File: config.mk
export PLATFORM = sky130hd
export DESIGN_NAME = de1_switch_debouncer
export DESIGN_NICKNAME = d
export VERILOG_FILES = /design/src/rtl/de1_switch_debouncer.sv
export SDC_FILE = /design/constraint.sdc
export NUM_CORES = 1
export LEC_CHECK = 0
export BUFFER_PORTS_ARGS = -buffer_cell sky130_fd_sc_hd__clkbuf_2
export CORE_ASPECT_RATIO = 1.25
export CORE_UTILIZATION = 60
export DETAILED_ROUTE_END_ITERATION = 10
export GPL_TIMING_DRIVEN = 0
export PLACE_DENSITY_LB_ADDON = 0.12
export REMOVE_ABC_BUFFERS = 1
export SLEW_MARGIN = 30
export SYNTH_ARGS = -nofsm -noshare
export SYNTH_HDL_FRONTEND = slang
export SYNTH_SLANG_ARGS = --single-unit
File: constraint.sdc
create_clock -name clk_clk -period 3.05 [get_ports clk_clk]
set_input_delay 0.1525 -clock clk_clk [delete_from_list [all_inputs] [get_ports clk_clk]]
set_output_delay 0.1525 -clock clk_clk [all_outputs]
set_load 0.01 [all_outputs]
File: src/rtl/de1_switch_debouncer.sv
// ============================================================================
// de1_switch_debouncer
//
// Conditions the raw DE1 slide switches before they reach the switcher PIO
// input of the de1_blinker Qsys system. Every channel is synchronised into
// clk_clk and then filtered by its own stability counter. A channel's clean
// level only changes after the synchronised input has disagreed with it for
// STABLE_CYCLES consecutive clocks. Any agreeing sample restarts the window.
//
// Parameters
//   WIDTH          number of switch channels
//   SYNC_STAGES    synchronizer depth (>= 2)
//   STABLE_CYCLES  consecutive differing samples needed to accept a level (>= 2)
//   RESET_VAL      sw_debounced value during and after reset
//
// Ports
//   clk_clk        in   system clock (50 MHz)
//   reset_reset_n  in   asynchronous active-low reset
//   sw_raw         in   raw switch pins, asynchronous to clk_clk
//   sw_debounced   out  clean levels, to switcher_external_connection_export
//   sw_rise        out  one-cycle pulse per channel on a 0->1 clean change
//   sw_fall        out  one-cycle pulse per channel on a 1->0 clean change
//
// Build option
//   SW_EDGE_PULSE_EN  when defined, sw_rise/sw_fall are registered edge
//                     pulses; otherwise both are tied low and no edge
//                     registers exist (ports are kept for a stable top level).
// ============================================================================
module de1_switch_debouncer #(
    parameter int unsigned      WIDTH         = 4,
    parameter int unsigned      SYNC_STAGES   = 2,
    parameter int unsigned      STABLE_CYCLES = 500000,
    parameter logic [WIDTH-1:0] RESET_VAL     = '0
) (
    input  logic             clk_clk,
    input  logic             reset_reset_n,
    input  logic [WIDTH-1:0] sw_raw,
    output logic [WIDTH-1:0] sw_debounced,
    output logic [WIDTH-1:0] sw_rise,
    output logic [WIDTH-1:0] sw_fall
);

    localparam int unsigned   CW       = $clog2(STABLE_CYCLES);
    localparam logic [CW-1:0] CNT_LAST = CW'(STABLE_CYCLES - 1);

    // Synchronizer: stage 0 captures the pins, the top stage feeds the filter.
    logic [SYNC_STAGES-1:0][WIDTH-1:0] sync_q;
    logic [WIDTH-1:0]                  s;

    always_ff @(posedge clk_clk or negedge reset_reset_n) begin
        if (!reset_reset_n) begin
            sync_q <= '0;
        end else begin
            sync_q <= {sync_q[SYNC_STAGES-2:0], sw_raw};
        end
    end

    assign s = sync_q[SYNC_STAGES-1];

`ifdef SW_EDGE_PULSE_EN
    logic [WIDTH-1:0] deb_next;
`endif

    // Per-channel stability filter.
    for (genvar ch = 0; ch < WIDTH; ch++) begin : g_ch
        logic [CW-1:0] cnt_q;
        logic [CW-1:0] cnt_d;
        logic          deb_q;
        logic          deb_d;

        // The update fires on the STABLE_CYCLES-th differing sample, so the
        // counter clears before it could ever reach STABLE_CYCLES.
        always_comb begin
            cnt_d = '0;
            deb_d = deb_q;
            if (s[ch] != deb_q) begin
                if (cnt_q == CNT_LAST) begin
                    deb_d = s[ch];
                end else begin
                    cnt_d = cnt_q + 1'b1;
                end
            end
        end

        always_ff @(posedge clk_clk or negedge reset_reset_n) begin
            if (!reset_reset_n) begin
                cnt_q <= '0;
                deb_q <= RESET_VAL[ch];
            end else begin
                cnt_q <= cnt_d;
                deb_q <= deb_d;
            end
        end

        assign sw_debounced[ch] = deb_q;
`ifdef SW_EDGE_PULSE_EN
        assign deb_next[ch] = deb_d;
`endif
    end

`ifdef SW_EDGE_PULSE_EN
    // Registered alongside sw_debounced, so a pulse occupies exactly the
    // cycle in which the new clean level is first visible.
    always_ff @(posedge clk_clk or negedge reset_reset_n) begin
        if (!reset_reset_n) begin
            sw_rise <= '0;
            sw_fall <= '0;
        end else begin
            sw_rise <= deb_next & ~sw_debounced;
            sw_fall <= ~deb_next & sw_debounced;
        end
    end
`else
    assign sw_rise = '0;
    assign sw_fall = '0;
`endif

endmodule
==> summary.md <==
| Metric | Value |
|---|---|
| Outcome | `completed` |
| Highest clock rate | `456 MHz` |
| N_diodes | `0` |
| CORE AREA | `0.00693 sq mm` |
| Post-DRT Antenna Nets | `0` |
| Endpoints failing setup | `0` |
| DR WL/cell | `13.6 um` |
| Setup Buffers After CTS | `0` |
| Clock Latency Late Sink | `350 ps` |
| Most used DFF post-synth | `dfrtp_1` |
| Worst Path Required | `3320 ps` |
| Pwr Total | `2.11 mW` |
| CTS clock-pin slew for the worst setup and hold paths | `80 ps` |
| CTS root buf | `clkbuf_8` |
| Final hold viol count | `0` |
| Leak Pwr | `1.84 nW` |
| MaxCap Viol Count | `0` |
| # IOs | `18` |
| Worst slew pin tran | `744 ps` |
| Total wire length | `7240 um` |
| Die Wd | `77.4 um` |
| Clk_skew | `10.3 ps` |
| Congestion Overflow GR | `0` |
| Post-synth ARST share | `100%` |
| Drc violations | `0` |
| Final Core Density | `66.5%` |
| FF+latch count, synth | `88` |
| Cts bufs inserted | `9` |
| Crit path max fanout | `9` |
| Initial antenna violation count | `0` |
| TritonCTS clock tree | `yes` |
| All-Layer GR Usage | `20.8%` |
| Post-synthesis average cell area | `10.0 sq um` |
| Synth Cell Area | `0.00427 sq mm` |
| VDD IR max | `0.000300 V` |
| Routed vias | `2985` |
| Worst hold path type | `input pin to async pin` |
| RSZ-0062 raised after global routing | `false` |
| Rel. slew slack | `50.4%` |
| Synth area leaders | `dfrtp_1, xnor2_1, nor2_1, xor2_1, nand3_1` |
| Final period util | `72.0%` |
| EDFF count, synth | `0` |
| Slew Viols, Final | `0` |
| Final std cells w/o fill | `532` |
| Synth unique cells | `40` |
| Yosys top cell by area | `dfrtp_1` |
| Critical Path Start | `g_ch[3].cnt_q[0]` |
| Commonest non-fill, non-tap cell in the layout | `dfrtp_1` |
| Clock H-tree levels | `3` |
| Critical Path Sink Type | `flop` |
| Reg2reg start | `g_ch[3].cnt_q[0]` |
| Largest net degree at the start of global routing | `61` |
| Total negative slack | `0 ps` |
| Dpl hpwl | `4890 um` |
| Vias in the first global route | `2734` |
| Pwr Density | `457 mW/mm^2` |
| Via/cell ratio | `5.61` |
| Worst setup SP type | `flop` |
| Initial drt markers | `96` |
| First-pass GRT wire length | `12100 um` |
| Arr. time, crit path | `2470 ps` |
| Share of cells above drive strength 1 | `9.73%` |
| Cell count of the worst reg-to-reg path | `5` |
| Max clock buf depth | `2` |
| Initial Util | `61.5%` |
| Gpl congestion | `0.807` |
| Area Growth Syn to Fin | `8.09%` |
| Synth Instances | `425` |
| Die Y | `96.3 um` |
| Synth warnings | `0` |
| Clk sinks | `88` |
| Top cell type's share of synthesized area | `51.6%` |
| Drt pass-1 iters | `4` |
| Die ar. | `0.00745 sq mm` |
| Port-buffer cells | `9` |
| Most frequent cells in the layout | `dfrtp_1, nor2_1, xnor2_1, nand3_1, nand2_1` |
| Register area share after synthesis | `51.6%` |
| Cell count after placement | `512` |
| Fin Hold WS | `241 ps` |
| Critical path type | `flop to flop` |
| # nets final | `448` |
| Period minus WS final | `2200 ps` |
| Num rows | `34` |
-- worst paths after layout --
path	to	slack, ps
min in group clk_clk	s[3]	350
max reg2reg	g_ch[3].cnt_q[18]	850
max in group asynchronous	g_ch[2].cnt_q[2]	2240
min	g_ch[2].cnt_q[6]	240
max	g_ch[3].cnt_q[18]	850
min reg2reg	s[3]	350
-- cells in the mapped netlist (8+ instances only) --
cell type / count
nand3_1: 24
nor4_1: 12
a21oi_1: 19
xor2_1: 16
nand4_1: 19
dfrtp_1: 88
inv_1: 12
or4_1: 9
buf_4: 12
nand2_1: 21
xnor2_1: 37
o21ai_0: 12
or3_1: 16
nor3_1: 8
nor2_1: 66
-- layout make-up --
class                      instances  area (sq um)
multi-input combinational        312          1920
sequential                        88          2200
clock inverter                     3          40.0
inverter                          12          45.0
clock buffer                      12           165
tap                               90           113
timing repair buffer              15           131
fill                             561          2320
-- repair_timing --
item,in CTS,in global routing
resized for setup,0,0
hold endpoints to repair,32,0
hold buffers,5,0
-- stage by stage --
stage,instance area (sq um),worst slack [ps]
2_1_floorplan,4160,1020
3_3_place_gp,4310,569
3_5_place_dp,4360,868
4_1_cts,4610,848
5_1_grt,4610,671
6_report,4610,855
-- state kept, by name (all words and copies together) (netlist names) --
register and count:
g_ch.cnt_q 76, s 4, sync_q 4, g_ch.deb_q 4
-- layer usage --
metal	vias up	GRT usage, %	part of all wire, %
li1	1495	-	-
met1	1439	26.6	47
met2	39	35.1	49
met3	12	2.94	1.9
met4	0	10.1	2.1
met5	-	0	0
-- kinds of logic after synthesis --
group           count (synthesis)  share of synthesized area [%]
xor+xnor                       53                           10.9
compound gates                 42                           5.89
flops                          88                           51.6
other cells                     1                         0.0879
buf+inv                        32                           4.28
simple gates                  201                           25.0
fa+ha+maj                       4                           1.17
mux                             4                           1.06
-- worst max-delay path, stage by stage, from the launching register on --
cell	delay (ps)
dfrtp_1	390
ha_1	220
nand4_1	420
nor2_1	320
or4b_2	610
a21oi_1	150
-- report_power, final --
part           internal, mW  total [mW]  switching, mW
sequential             1.18        1.20         0.0154
clock                 0.439       0.824          0.386
combinational        0.0267      0.0852         0.0585
(Power assumes the default switching activity.)
